File: src/rtl/gpu_cmd_fetch.sv
// gpu_cmd_fetch: command-list DMA initiator for the GPU core control slave.
// Reads {addr, data} entries from SDRAM over an Avalon read master, buffers
// them in a small show-ahead prefetch FIFO and replays each entry as an
// Avalon write on the GPU command port.
//
// Ports
//   clk, rst            single clock, asynchronous active-low reset
//   csr_*               CSR slave: 0 = BASE, 1 = LENGTH, 2 = CTRL/STATUS
//   rd_*                Avalon read master towards SDRAM (one read outstanding)
//   cmd_*               Avalon write master towards the GPU command port
//   irq                 level copy of the done bit
`timescale 1ns/1ps

module gpu_cmd_fetch #(
  parameter int unsigned FIFO_DEPTH = 4
) (
  input  logic        clk,
  input  logic        rst,
  input  logic [1:0]  csr_address,
  input  logic        csr_read,
  input  logic        csr_write,
  input  logic [31:0] csr_writedata,
  output logic [31:0] csr_readdata,
  output logic [31:0] rd_address,
  output logic        rd_read,
  input  logic        rd_waitrequest,
  input  logic [31:0] rd_readdata,
  input  logic        rd_readdatavalid,
  output logic [7:0]  cmd_address,
  output logic        cmd_write,
  output logic [31:0] cmd_writedata,
  input  logic        cmd_waitrequest,
  output logic        irq
);

  localparam int unsigned AW = (FIFO_DEPTH > 1) ? $clog2(FIFO_DEPTH) : 1;
  localparam int unsigned CW = AW + 1;
  localparam int unsigned EW = 40;

  typedef enum logic [2:0] {
    F_IDLE, F_HOLD, F_RD0, F_WT0, F_RD1, F_WT1, F_END
  } fetch_state_e;

  fetch_state_e    state;
  logic [31:0]     base_q;
  logic [15:0]     len_q;
  logic [15:0]     work_len;
  logic [15:0]     fetched;
  logic [15:0]     issued_count;
  logic [7:0]      entry_addr;
  logic            busy;
  logic            done;
  logic            aborting;

  logic [EW-1:0]   fifo_mem [FIFO_DEPTH];
  logic [AW-1:0]   wr_ptr;
  logic [AW-1:0]   rd_ptr;
  logic [CW-1:0]   fifo_count;

  logic            ctrl_wr;
  logic            start_acc;
  logic            abort_wr;
  logic            abort_now;
  logic            push;
  logic            pop;
  logic            fifo_empty;
  logic            slot_free;
  logic [CW-1:0]   count_after;
  logic            csr_read_unused;

  // The CSR slave has no wait states and readdata is a pure address decode.
  assign csr_read_unused = csr_read;

  assign ctrl_wr   = csr_write && (csr_address == 2'd2);
  assign start_acc = ctrl_wr && csr_writedata[0] && !busy;
  assign abort_wr  = ctrl_wr && csr_writedata[1] && busy;
  // Abort takes effect on the very cycle it is written, so no new read starts.
  assign abort_now = aborting || abort_wr;

  assign fifo_empty  = (fifo_count == '0);
  assign push        = (state == F_WT1) && rd_readdatavalid && !abort_now;
  assign pop         = cmd_write && !cmd_waitrequest;
  assign count_after = fifo_count + CW'(push) - CW'(pop);
  // A new entry may only be fetched if it is guaranteed a slot on arrival.
  assign slot_free   = (count_after < CW'(FIFO_DEPTH));

  // Show-ahead issue side: the FIFO head drives the command port directly.
  assign cmd_write = !fifo_empty;
  assign {cmd_address, cmd_writedata} = fifo_mem[rd_ptr];
  assign irq = done;

  // CSR read decode.
  always_comb begin
    csr_readdata = '0;
    case (csr_address)
      2'd0:    csr_readdata = base_q;
      2'd1:    csr_readdata = {16'b0, len_q};
      2'd2:    csr_readdata = {busy, done, 14'b0, issued_count};
      default: csr_readdata = '0;
    endcase
  end

  // Programmable BASE / LENGTH registers.
  always_ff @(posedge clk or negedge rst) begin
    if (!rst) begin
      base_q <= '0;
      len_q  <= '0;
    end else begin
      if (csr_write && (csr_address == 2'd0)) base_q <= {csr_writedata[31:3], 3'b000};
      if (csr_write && (csr_address == 2'd1)) len_q  <= csr_writedata[15:0];
    end
  end

  // Prefetch FIFO and issued counter; an accepted write during abort flushes the rest.
  always_ff @(posedge clk or negedge rst) begin
    if (!rst) begin
      wr_ptr       <= '0;
      rd_ptr       <= '0;
      fifo_count   <= '0;
      issued_count <= '0;
      for (int i = 0; i < int'(FIFO_DEPTH); i++) fifo_mem[AW'(i)] <= '0;
    end else begin
      if (push) begin
        fifo_mem[wr_ptr] <= {entry_addr, rd_readdata};
        wr_ptr           <= wr_ptr + AW'(1);
      end
      if (pop && abort_now) begin
        rd_ptr     <= wr_ptr;
        fifo_count <= '0;
      end else begin
        if (pop) rd_ptr <= rd_ptr + AW'(1);
        fifo_count <= count_after;
      end
      if (start_acc)  issued_count <= '0;
      else if (pop)   issued_count <= issued_count + 16'd1;
    end
  end

  // Fetch FSM with registered read-master outputs and busy/done status.
  always_ff @(posedge clk or negedge rst) begin
    if (!rst) begin
      state      <= F_IDLE;
      rd_read    <= 1'b0;
      rd_address <= '0;
      work_len   <= '0;
      fetched    <= '0;
      entry_addr <= '0;
      busy       <= 1'b0;
      done       <= 1'b0;
      aborting   <= 1'b0;
    end else begin
      if (abort_wr) aborting <= 1'b1;
      case (state)
        F_IDLE: begin
          if (start_acc) begin
            work_len   <= len_q;
            fetched    <= '0;
            rd_address <= base_q;
            done       <= (len_q == '0);
            if (len_q != '0) begin
              busy    <= 1'b1;
              rd_read <= 1'b1;
              state   <= F_RD0;
            end
          end
        end
        F_HOLD: begin
          if (abort_now) begin
            state <= F_END;
          end else if (slot_free) begin
            rd_read <= 1'b1;
            state   <= F_RD0;
          end
        end
        F_RD0: begin
          if (!rd_waitrequest) begin
            rd_read    <= 1'b0;
            rd_address <= rd_address + 32'd4;
            state      <= F_WT0;
          end
        end
        F_WT0: begin
          if (rd_readdatavalid) begin
            if (abort_now || rd_readdata[31]) begin
              state <= F_END;
            end else begin
              entry_addr <= rd_readdata[7:0];
              rd_read    <= 1'b1;
              state      <= F_RD1;
            end
          end
        end
        F_RD1: begin
          if (!rd_waitrequest) begin
            rd_read    <= 1'b0;
            rd_address <= rd_address + 32'd4;
            state      <= F_WT1;
          end
        end
        F_WT1: begin
          if (rd_readdatavalid) begin
            if (abort_now) begin
              state <= F_END;
            end else begin
              fetched <= fetched + 16'd1;
              if ((fetched + 16'd1) == work_len) begin
                state <= F_END;
              end else if (slot_free) begin
                rd_read <= 1'b1;
                state   <= F_RD0;
              end else begin
                state <= F_HOLD;
              end
            end
          end
        end
        F_END: begin
          if (fifo_empty) begin
            busy     <= 1'b0;
            done     <= 1'b1;
            aborting <= 1'b0;
            state    <= F_IDLE;
          end
        end
        default: state <= F_IDLE;
      endcase
    end
  end

endmodule
File: config.mk
export PLATFORM = sky130hd
export DESIGN_NAME = gpu_cmd_fetch
export DESIGN_NICKNAME = d
export VERILOG_FILES = /design/src/rtl/gpu_cmd_fetch.sv
export SDC_FILE = /design/constraint.sdc
export NUM_CORES = 1
export LEC_CHECK = 0
export ABC_AREA = 1
export BUFFER_PORTS_ARGS = -buffer_cell sky130_fd_sc_hd__clkbuf_2
export CORE_ASPECT_RATIO = 1.2
export CORE_MARGIN = 2
export CORE_UTILIZATION = 55
export DETAILED_ROUTE_END_ITERATION = 7
export PLACE_DENSITY = 0.74
export SLEW_MARGIN = 15
export SYNTH_ARGS = -nofsm -noshare
export SYNTH_HDL_FRONTEND = slang
export SYNTH_SLANG_ARGS = --single-unit
File: constraint.sdc
create_clock -name clk -period 6.2 [get_ports clk]
set_input_delay 0.31 -clock clk [delete_from_list [all_inputs] [get_ports clk]]
set_output_delay 0.31 -clock clk [all_outputs]
set_load 0.01 [all_outputs]
### Word level (Yosys, flattened, before mapping)

Index checks and enable logic that the tools add are counted.

* register bits: 307
* output and inout port bits: 107
* logic and storage cells: 146

* add/sub/neg operators: 7
* magnitude comparators: 4
* eq/ne operators: 22
* multiplexer cells: 52
* bitwise logic cells: 3
* reductions and logical operators: 39

Operator list (number)
* $bwmux W160: 1
* $mux W40: 3
* $pmux W32 S3: 1
* $bmux W40 S2: 1
* $demux W40 S2: 1
* $mux W16: 5
* $mux W32: 2
* $pmux W32 S2: 1
* $mux W3: 12
* $add A16 B1 Y16 const B: 2
* $add A32 B3 Y32 const B: 1
* $pmux W16 S2: 1
* $ne A2 B2 Y1 const B: 12
* $pmux W3 S7: 1
* $eq A16 B16 Y1: 1
* $logic_not A16 Y1: 1
* $mux W1: 16
* $reduce_bool A16 Y1: 1
* $logic_and A1 B1 Y1: 12
* $reduce_and A10 Y1: 1
* $reduce_bool A2 Y1: 5
* $eq A3 B3 Y1 const B: 3
* $reduce_and A3 Y1: 3
* $mux W2: 4
* 24 further kinds: 36

### Longest topological paths before layout

Gate-level depths: netlist of run 1.

* depth in word-level cells: 15
* mapped depth: 19
* gate-level depth less buffers: 18

### Worst setup path after synthesis of run 1

No wires, ideal clock.

* kind: register -> register
* from: register state[0]
* to: register fifo_mem[0] (netlist bit) (enable)
* library setup time: 0.495 ns
* arrival: 4.151 ns
* required time: 5.705 ns
* setup slack: 1.554 ns
* cell stages (with the launch flop): 8
* cell sequence: dfrtp_1 -> inv_1 -> nor2_1 -> nand2_1 -> clkinv_1 -> nand3_2 -> clkbuf_1 -> nor3b_1

* cells in the longest elaborated chain, start to end: 4

Ends and longest elaborated chain
* start, declared: line 44 `fetch_state_e state;`
* start signal, assigned: line 142 `state <= F_IDLE;`
* start signal, assigned: line 163 `state <= F_RD0;`
* start signal, assigned: line 169 `state <= F_END;`
* $eq A3 B3 Y1: line 81 `assign push = (state == F_WT1) && rd_readdatavalid && !abort_now;`
* $logic_and A1 B1 Y1 (2 in a row): line 81
* $reduce_and A2 Y1 (no source line)
* end signal, assigned by index: line 124 `fifo_mem[wr_ptr] <= {entry_addr, rd_readdata};`
* end, declared: line 55 `logic [EW-1:0] fifo_mem [FIFO_DEPTH];`

No other way between the ends.
A chain may end at the register's enable or synchronous reset.

### Worst setup path in the final report of run 1

* from: register busy
* to: register state[0]

* cells in the longest elaborated chain, start to end: 12
* elaborated cells on any way between the ends: 18
* classes of those cells: add/sub: 2; order compare: 1; eq/ne: 2; mux: 6; reduce/logical: 7

Ends and longest elaborated chain
* start, declared: line 51 `logic busy;`
* start signal, assigned: line 148 `busy <= 1'b0;`
* start signal, assigned: line 161 `busy <= 1'b1;`
* start signal, assigned: line 219 `busy <= 1'b0;`
* $logic_and A1 B1 Y1: line 76 `assign abort_wr = ctrl_wr && csr_writedata[1] && busy;`
* $logic_or A1 B1 Y1: line 78 `assign abort_now = aborting || abort_wr;`
* $logic_not A1 Y1: line 81
* $logic_and A1 B1 Y1: line 81
* $add A3 B1 Y3: line 83 `assign count_after = fifo_count + CW'(push) - CW'(pop);`
* $sub A3 B1 Y3: line 83
* $lt A3 B3 Y1: line 85 `assign slot_free = (count_after < CW'(FIFO_DEPTH));`
* $mux W2: line 208 `end else if (slot_free) begin`
* $mux W3: line 206 `if ((fetched + 16'd1) == work_len) begin`
* $mux W3: line 202 `if (abort_now) begin`
* $mux W3: line 201 `if (rd_readdatavalid) begin`
* $pmux W3 S7: line 153 `case (state)`
* end signal, assigned: line 203 `state <= F_END;`
* end signal, assigned: line 207 `state <= F_END;`
* end signal, assigned: line 210 `state <= F_RD0;`

Parallel ways exist; a longest one is shown, timed or not. The select of a mux whose other input is x is not followed.

==> results of run 1 <==
==> kinds of logic (layout without fill, tap and decap cells) <==
family	after synthesis	count (layout)	synth area share
fa+ha+maj	10	10	0.009134
buf+inv	292	501	0.07781
xor+xnor	23	23	0.01491
other cells	1	2	0.0002583
compound gates	420	420	0.1570
simple gates	636	636	0.1877
flops	305	305	0.5532
==> report_power, final <==
part	switching [mW]	internal (mW)
sequential	0.0695	2.15
clock	0.763	1.11
combinational	0.594	0.314
==> critical path: stages (launching register included) <==
cell and delay, ns:
dfrtp_1 0.36, inv_1 0.19, nor2_1 0.11, a31oi_4 0.30
nand3_2 0.38, ha_1 0.42, inv_1 0.06, ha_1 0.13
inv_1 0.05, fa_1 0.37, xnor2_1 0.17, xor2_1 0.29
nor2_1 0.12, nand3_1 0.08, nand4_1 0.17, nor2_1 0.26
nand2_1 0.09, nand2_1 0.06
==> worst paths after layout <==
path / start / end / slack (ns)
setup / recovery: busy / state[0] / 2.52
hold / removal: csr_writedata[6] / len_q[6] / 0.02
setup reg to reg: busy / state[0] / 2.52
hold reg to reg: rd_read / rd_read / 0.47
max in group asynchronous: rst / rd_address[7] / 4.33
min in group asynchronous: rst / issued_count[0] / 0.33
==> flip-flops by register name, indices dropped and copies added (netlist names), 2 cells and up <==
name	cells
base_q	29
entry_addr	8
fetched	16
fifo_count	3
fifo_mem	160
issued_count	16
len_q	16
rd_address	30
rd_ptr	2
state	3
work_len	16
wr_ptr	2
==> cell type report <==
class	count	share of cell area
Sequential cell	305	0.4711
Multi-Input combinational cell	1091	0.3149
Timing Repair Buffer	230	0.08217
Clock buffer	42	0.05143
Inverter	215	0.04732
Tap cell	335	0.02458
Clock inverter	14	0.008510
==> what timing repair did <==
item                                   in CTS  in global routing
hold buffers                               41                  1
resized for setup                           0                  0
endpoints found under the hold margin     161                  2
setup buffers                               0                  0
==> per-stage QoR <==
| step | hold slack, ns | worst slack [ns] | std cells | total power, mW | instance area, µm² |
|---|---|---|---|---|---|
| 2_1_floorplan | 0.01441 | 1.554 | 1688 | 2.780 | 14520 |
| 3_3_place_gp | 0.3754 | 2.464 | 2134 | 3.122 | 15610 |
| 3_5_place_dp | 0.3793 | 2.351 | 2134 | 3.145 | 15610 |
| 4_1_cts | 0.0004466 | 2.531 | 2231 | 5.026 | 17050 |
| 5_1_grt | 0.01166 | 2.285 | 2232 | 5.219 | 17060 |
| 6_report | 0.01582 | 2.518 | 2232 | 4.998 | 17060 |
==> per-layer routing <==
metal	vias to the layer above	global-route usage	part of all wire
li1	5981	-	-
met1	5888	0.3370	0.41
met2	427	0.4613	0.50
met3	74	0.03580	0.062
met4	0	0.07477	0.025
met5	-	0	0
==> placed cells by master (no fill, tap or decap), types with 23 or more instances in the layout <==
cell type / instances
a21oi_1: 54
clkbuf_16: 31
clkbuf_2: 175
dfrtp_1: 224
dlygate4sd3_1: 42
edfxtp_1: 80
inv_1: 205
nand2_1: 310
nand3_1: 59
nor2_1: 180
nor3_1: 23
o21ai_0: 271
o22ai_1: 54
==> run_results.csv, run 1 <==
group,metric,value,unit
final_layout,register_area,8034,µm²
clock_tree,cts_root_buffer,"clkbuf_16",
global_routing,grt_max_degree,94,
pwr,p_per_area,293.1,nW/µm²
route,vias_per_cell,5.542,
floorplan,die_x,152.3,µm
route,drt_wl_total,36.34,mm
global_routing,grt_pass1_wl,59.84,mm
timing,skew,0.008683,ns
synth,synthDominantCellAreaShare,0.3878,
synth,synth_common_cells,"nand2_1 (310), o21ai_0 (271), dfrtp_1 (225)",
synth,ys.flop_type,"dfrtp_1",
clock_tree,cts_buffers,30,
synth,synth.most_common_cell,"nand2_1",
synth,postSynthCellCount,1687,
job,cap_violations,0,
clock_tree,htree_levels,1,
timing,clock.fmax,271.6,MHz
route,first_iter_violations,945,
final_layout,fin_util,0.6533,
placed_design,gp_congestion,0.8961,
final_layout,fillCellCount,2101,
final_layout,syn2layout_area_growth,17.46,%
worst_setup_path,worstRegToRegCells,17,
synth,synthDistinctLibCells,52,
clock_tree,clk_pin_slew,0.07,ns
clock_tree,cts_tree,"built",
worst_setup_path,arrival,4.17,ns
min_path,hold_path_class,"input pin to register",
timing,setup_viol,0,
floorplan,rows,65,
final_layout,drive_gt1_frac,0.1487,
worst_setup_path,crit_type,"register to register",
worst_setup_path,worstSetupStartpointType,"register",
placed_design,dp_hpwl,23.78,mm
floorplan,ioPinCount,180,
min_path,holdPathStages,3,
route,avgRoutedWirePerCell,16.28,µm
timing,slew_headroom,0.3480,
synth,yosysWarningCount,0,
floorplan,die_y,182.0,µm
worst_setup_path,crit_fanout,14,
synth,avgSynthCellArea,8.607,µm²
final_layout,nets,1956,
synth,syn-cell-area,14520,µm²
timing,fin_crit_sh,0.5938,
global_routing,grt_antenna_before_repair,0,
route,drc,0,
synth,yosys_register_bits,305,
status,outcome,"completed",
global_routing,first_global_vias,12110,
global_routing,grt_usage,0.2608,
timing,drv_slew,0,
worst_setup_path,cp-end-kind,"register",
timing,rsz0062_at_grt,"no",
placed_design,portBuffers,176,
synth,yosysTopAreaCell,"dfrtp_1",
timing,hold_viol_final,0,
route,dr.pass1.iters,7,
floorplan,initial_core_util,0.5562,
clock_tree,clk_latency,0.55,ns
clock_tree,max-clock-path-buffers,3,
clock_tree,clock_sink_count,305,
floorplan,fp.dieArea,27720,µm²
global_routing,grt-ovfl-total,0,
synth,ys_seq_area_frac,0.5532,
final_layout,multi_input_area,5371,µm²
timing,min_period,3.682,ns
timing,fin_tns_setup,0,ns
synth,synth_edf_count,80,
route,num_vias,12370,
worst_setup_path,worst_ep_required_time,6.69,ns
synth,async_reset_ff_frac,0.7377,
pwr,vdd_drop_max,205.3,µV
timing,tightestPinTransition,0.9744,ns
final_layout,diodes,0,
synth,synth.area.top_cells,"dfrtp_1 (39%), edfxtp_1 (17%), o21ai_0 (9.3%)",
floorplan,core,26110,µm²
pwr,leakagePower,8.189,nW
route,ant_nets,0,
(Power assumes the default switching activity.)
==> run 2, diff against run 1 <==
--- a/config.mk
+++ b/config.mk
@@ -9,9 +9,9 @@
 export BUFFER_PORTS_ARGS = -buffer_cell sky130_fd_sc_hd__clkbuf_2
 export CORE_ASPECT_RATIO = 1.2
 export CORE_MARGIN = 2
-export CORE_UTILIZATION = 55
+export CORE_UTILIZATION = 53
 export DETAILED_ROUTE_END_ITERATION = 7
-export PLACE_DENSITY = 0.74
+export PLACE_DENSITY = 0.75
 export SLEW_MARGIN = 15
 export SYNTH_ARGS = -nofsm -noshare
 export SYNTH_HDL_FRONTEND = slang
==> constraint.sdc (replaced) <==
create_clock -name clk -period 3.16 [get_ports clk]
set_input_delay 0.158 -clock clk [delete_from_list [all_inputs] [get_ports clk]]
set_output_delay 0.158 -clock clk [all_outputs]
set_load 0.01 [all_outputs]
==> run 2 against run 1 <==
  * Register-to-register slack worse by 2.4 ns
  * Power increased by 100%
  * Die area is 3.7% higher
  * Utilization shrank 0.40 points
==> run_results.csv, run 2 (same netlist as run 1, synthesis figures left out) <==
group,metric,value,unit
status,outcome,"completed",
clock_tree,htree_levels,1,
route,first_iter_violations,838,
worst_setup_path,slowest_stage,"fa_1",
floorplan,die_x,155.1,µm
route,dr.pass1.iters,6,
final_layout,syn2layout_area_growth,20.74,%
min_path,hold_path_startpoint,"rd_waitrequest",
pwr,vdd_drop_max,383.8,µV
worst_setup_path,worstRegToRegCells,18,
floorplan,initial_core_util,0.5377,
global_routing,grt_usage,0.2605,
timing,slew_headroom,0.3129,
route,num_vias,12490,
timing,drv_slew,0,
floorplan,rows,66,
final_layout,final_common_cell,"nand2_1",
worst_setup_path,crit_fanout,4,
route,ant_nets,0,
clock_tree,clock_sink_count,305,
clock_tree,cts_root_buffer,"clkbuf_16",
floorplan,die_y,185.3,µm
final_layout,largest_reg_flops,160,
pwr,leakagePower,8.407,nW
final_layout,nets,1997,
worst_setup_path,arrival,3.51,ns
clock_tree,clk_latency,0.56,ns
min_path,hold_path_class,"input pin to register",
route,drc,0,
worst_setup_path,worst-r2r-setup-slack,0.1,ns
timing,final.setup.worst_slack,0.09821,ns
global_routing,grt_pass1_wl,60.82,mm
worst_setup_path,worstSetupStartpointType,"register",
floorplan,core,27000,µm²
worst_setup_path,cp_top_family,"simple AND/OR/NAND/NOR gates",
final_layout,fin_cells,2278,
global_routing,grt_max_degree,137,
route,wl_met1,15.51,mm
timing,hold_viol_final,0,
worst_setup_path,crit_type,"register to register",
timing,setup_viol,0,
floorplan,ioPinCount,180,
worst_setup_path,cpPeakStageDelay,0.40,ns
global_routing,grt-ovfl-total,0,
worst_setup_path,timing.rr.end,"state[2]",
global_routing,first_global_vias,12280,
global_routing,grt_antenna_before_repair,0,
pwr,p_per_area,569.2,nW/µm²
worst_setup_path,cp.buffers_inverters,5,
route,vias_per_cell,5.482,
min_path,worstHoldEndpoint,"rd_read",
final_layout,drive_gt1_frac,0.1558,
final_layout,regMostFlops,"fifo_mem",
route,avgRoutedWirePerCell,16.49,µm
worst_setup_path,worst_ep_required_time,3.61,ns
clock_tree,cts_buffers,30,
timing,fin_crit_sh,0.9689,
worst_setup_path,r2r_start,"state[0]",
clock_tree,max-clock-path-buffers,3,
final_layout,mostFrequentLayoutCells,"nand2_1 (310), o21ai_0 (271), dfrtp_1 (224), inv_1 (205), nor2_1 (179)",
final_layout,diodes,0,
route,dr.max_layer_used,"met4",
placed_design,preCtsSetupSlack,0.1542,ns
final_layout,fin_util,0.6492,
timing,clock.fmax,326.6,MHz
min_path,holdPathStages,6,
final_layout,top_regs,"fifo_mem (160), rd_address (30), base_q (29)",
timing,fin_tns_setup,0,ns
timing,tightestPinTransition,1.031,ns
route,drt_wl_total,37.56,mm
clock_tree,clk_pin_slew,0.06,ns
clock_tree,cts_tree,"built",
floorplan,fp.dieArea,28740,µm²
placed_design,dp_cells,2155,
route,dr_wl_met3,2.429,mm
placed_design,gp_congestion,0.9472,
timing,skew,0.008408,ns
worst_setup_path,cp-end-kind,"register",
placed_design,portBuffers,176,
worst_setup_path,path_cells,"inv_1 -> nor2_1 -> nand2_1 -> clkinv_1 -> nand3_2 -> ha_1 -> inv_1 -> ha_1 -> inv_1 -> fa_1 -> xnor2_2 -> xor2_2 -> nor2_1 -> nand3_1 -> nand4_1 -> buf_4 -> nand2_1 -> nand2_1",
job,cap_violations,0,
route,met2_length,18.56,mm
timing,min_period,3.062,ns
placed_design,dp_hpwl,24.60,mm
-- run 2: layout make-up --
class | instances | area [µm²]
Clock buffer | 42 | 855.8
Clock inverter | 14 | 182.7
Fill cell | 2161 | 9472
Inverter | 215 | 807.0
Multi-Input combinational cell | 1091 | 5408
Sequential cell | 305 | 8034
Tap cell | 340 | 425.4
Timing Repair Buffer | 271 | 1819
-- run 2: what timing repair did --
action | in CTS | in global routing
hold buffers | 66 | 0
gates resized for setup | 0 | 4
endpoints found under the setup margin | 0 | 4
buffers inserted | 0 | 1
endpoints found under the hold margin | 327 | 0
-- run 2: per-stage QoR --
step                total power [mW]  hold slack (ns)  instance area, µm²
global route                   10.44          0.06257               17530
CTS                            9.999          0.01906               17500
global placement               6.173         -0.02649               15800
floorplan                      5.455          -0.1376               14530
finish                         9.978          0.04091               17530
detailed placement             6.213         -0.02621               15800
-- run 2: worst max-delay path by stage --
| stage | depth (start not counted) | from | to |
|---|---|---|---|
| floorplan | 7 | state[0] | fifo_mem[0] |
| finish | 18 | state[0] | state[2] |
| detailed placement | 16 | busy | rd_read |
| global placement | 16 | busy | rd_read |
| CTS | 16 | state[1] | rd_read |
| global route | 18 | state[0] | state[2] |
-- run 2: worst reg2reg max path: cells and delay by family (launching register included) --
family	cells	cell delay (ns)
simple gates	8	0.84
buf+inv	5	0.50
flops	1	0.35
xor+xnor	2	0.45
fa+ha+maj	3	0.83
-- run 2: routing by layer --
layer	global-route usage	vias up
li1	-	6050
met1	0.3336	5915
met2	0.4585	440
met3	0.03907	82
met4	0.07889	0
met5	0	-
-- run 2: power by group --
| group | internal (mW) | total (mW) | switching, mW |
|---|---|---|---|
| sequential | 4.22 | 4.39 | 0.169 |
| combinational | 0.675 | 1.86 | 1.19 |
| clock | 2.21 | 3.72 | 1.51 |
==> run 3, diff against run 2 <==
--- a/config.mk
+++ b/config.mk
@@ -7,7 +7,6 @@
 export LEC_CHECK = 0
 export ABC_AREA = 1
 export BUFFER_PORTS_ARGS = -buffer_cell sky130_fd_sc_hd__clkbuf_2
-export CORE_ASPECT_RATIO = 1.2
 export CORE_MARGIN = 2
 export CORE_UTILIZATION = 53
 export DETAILED_ROUTE_END_ITERATION = 7
==> run 3 against run 2 <==
  * Power rose by 3.3%
  * Flip-flop and latch count unchanged
  * Cell count is essentially flat
  * Die area hardly changed
  * Sequential share of layout area fell by 0.24 points
  * Design area grew 0.52%
  * Global-route usage is 0.48 points higher
  * Utilization is 0.47 points higher
  * Via count grew 0.13%
  * Critical path depth fell by 1
  * Critical path type unchanged
  * Largest power group unchanged
==> run_results.csv, run 3 (same netlist as run 1, synthesis figures left out) <==
group,metric,value,unit
timing,fin_crit_sh,0.9479,
final_layout,largest_reg_flops,160,
placed_design,gp_congestion,0.9285,
timing,min_period,2.995,ns
route,first_iter_violations,1054,
final_layout,syn2layout_area_growth,21.37,%
floorplan,initial_core_util,0.5388,
final_layout,final_common_cell,"nand2_1",
worst_setup_path,worstSetupStartpointType,"register",
final_layout,nets,1997,
global_routing,first_global_vias,12410,
floorplan,die_y,169.5,µm
timing,hold_viol_final,0,
min_path,hold_path_startpoint,"csr_write",
clock_tree,htree_levels,2,
final_layout,drive_gt1_frac,0.1552,
worst_setup_path,worstRegToRegCells,17,
worst_setup_path,arrival,3.45,ns
route,vias_per_cell,5.484,
clock_tree,cts_buffers,35,
timing,drv_slew,0,
placed_design,dpl_cell_area,15790,µm²
clock_tree,max-clock-path-buffers,3,
worst_setup_path,r2r_start,"state[1]",
clock_tree,clock_sink_count,305,
pwr,p_per_area,584.6,nW/µm²
placed_design,portBuffers,176,
floorplan,die_x,169.5,µm
worst_setup_path,cp.buffers_inverters,3,
timing,skew,0.01805,ns
worst_setup_path,path_cells,"nor2_4 -> nand2_1 -> clkinv_1 -> nand3_2 -> ha_1 -> inv_1 -> ha_1 -> inv_1 -> fa_1 -> xnor2_1 -> xor2_1 -> nor2_1 -> nand3_1 -> nand4_1 -> nor2_2 -> nand2_1 -> nand2_1",
worst_setup_path,cpPeakStageDelay,0.40,ns
min_path,holdPathStages,3,
final_layout,top_regs,"fifo_mem (160), rd_address (30), base_q (29)",
final_layout,regMostFlops,"fifo_mem",
worst_setup_path,cp_top_family,"simple AND/OR/NAND/NOR gates",
worst_setup_path,cp_common_cell,"nand2_1",
floorplan,core,26950,µm²
route,ant_nets,0,
route,num_vias,12500,
floorplan,rows,60,
timing,whs,0.1070,ns
floorplan,fp.dieArea,28740,µm²
pwr,leakagePower,8.436,nW
route,dr.pass1.iters,5,
worst_setup_path,worst_ep_required_time,3.61,ns
final_layout,design_area,17620,µm²
timing,clock.fmax,333.8,MHz
route,avgRoutedWirePerCell,16.55,µm
final_layout,mostFrequentLayoutCells,"nand2_1 (309), o21ai_0 (271), dfrtp_1 (224), inv_1 (205), nor2_1 (178)",
worst_setup_path,worst-r2r-setup-slack,0.16,ns
timing,tightestPinTransition,0.9763,ns
min_path,worstHoldEndpoint,"len_q[3]",
route,dr.max_layer_used,"met4",
worst_setup_path,slowest_stage,"dfrtp_1",
pwr,p_total,10.30,mW
clock_tree,clk_pin_slew,0.05,ns
global_routing,grt_max_degree,170,
floorplan,ioPinCount,180,
route,wl_met1,16.54,mm
min_path,hold_path_class,"input pin to register",
route,drt_wl_total,37.75,mm
final_layout,diodes,0,
worst_setup_path,crit_type,"register to register",
placed_design,dp_hpwl,23.96,mm
job,cap_violations,0,
timing,setup_viol,0,
route,met2_length,17.83,mm
pwr,vdd_drop_max,384.1,µV
clock_tree,cts_tree,"built",
route,drc,0,
global_routing,grt_usage,0.2652,
worst_setup_path,timing.rr.end,"state[0]",
global_routing,grt_pass1_wl,61.53,mm
global_routing,grt_antenna_before_repair,0,
worst_setup_path,cp-end-kind,"register",
global_routing,grt-ovfl-total,0,
clock_tree,cts_root_buffer,"clkbuf_16",
status,outcome,"completed",
route,dr_wl_met3,2.486,mm
clock_tree,clk_latency,0.52,ns
timing,slew_headroom,0.3468,
worst_setup_path,crit_fanout,4,
run 3: worst reg2reg max path, cell delays in order, from the launching register on:
cell,delay (ns)
dfrtp_1,0.40
nor2_4,0.13
nand2_1,0.10
clkinv_1,0.11
nand3_2,0.10
ha_1,0.30
inv_1,0.07
ha_1,0.15
inv_1,0.05
fa_1,0.37
xnor2_1,0.20
xor2_1,0.26
nor2_1,0.13
nand3_1,0.08
nand4_1,0.17
nor2_2,0.20
nand2_1,0.07
nand2_1,0.05
run 3: layer usage:
layer | vias up | global-route usage
li1 | 6064 | -
met1 | 5913 | 0.3605
met2 | 467 | 0.4387
met3 | 59 | 0.04011
met4 | 0 | 0.09067
met5 | - | 0
run 3: final cells by class:
class / instances / area (µm²)
Fill cell: 2163 / 9328
Sequential cell: 305 / 8034
Multi-Input combinational cell: 1091 / 5408
Timing Repair Buffer: 266 / 1792
Clock buffer: 51 / 985.9
Inverter: 215 / 807.0
Tap cell: 341 / 426.7
Clock inverter: 11 / 170.2
run 3: timing repair:
action	4_1_cts	5_1_grt
hold buffers	65	0
resized for setup	0	5
hold endpoints to repair	401	0
buffers inserted	0	1
setup endpoints to repair	0	4
run 3: worst max-delay path by stage:
stage | to | cells after the start | slack, ns | start
final | state[0] | 17 | 0.16 | state[1]
after global routing | state[2] | 17 | -0.04 | state[1]
after CTS | state[0] | 15 | 0.05 | fifo_count[1]
after detailed placement | state[0] | 15 | 0.07 | fifo_count[1]
after global placement | rd_read | 17 | 0.22 | state[0]
after floorplan | fifo_mem[0] | 7 | -0.07 | state[0]
run 3: stage by stage:
step	setup TNS (ns)	instances	worst slack (ns)	utilization
4_1_cts	0	2279	0.04708	0.6528
2_1_floorplan	-5.635	1688	-0.07044	-
3_3_place_gp	0	2152	0.2228	0.5858
6_report	0	2280	0.1645	0.6539
5_1_grt	-0.1209	2280	-0.04268	0.6539
3_5_place_dp	0	2152	0.06562	0.5858
run 3: where the power goes:
part | switching [mW] | total (mW) | leakage (nW) | internal, mW
Combinational | 1.22 | 1.91 | 4.37 | 0.690
Sequential | 0.145 | 4.37 | 3.50 | 4.22
Clock | 1.60 | 4.03 | 0.565 | 2.43
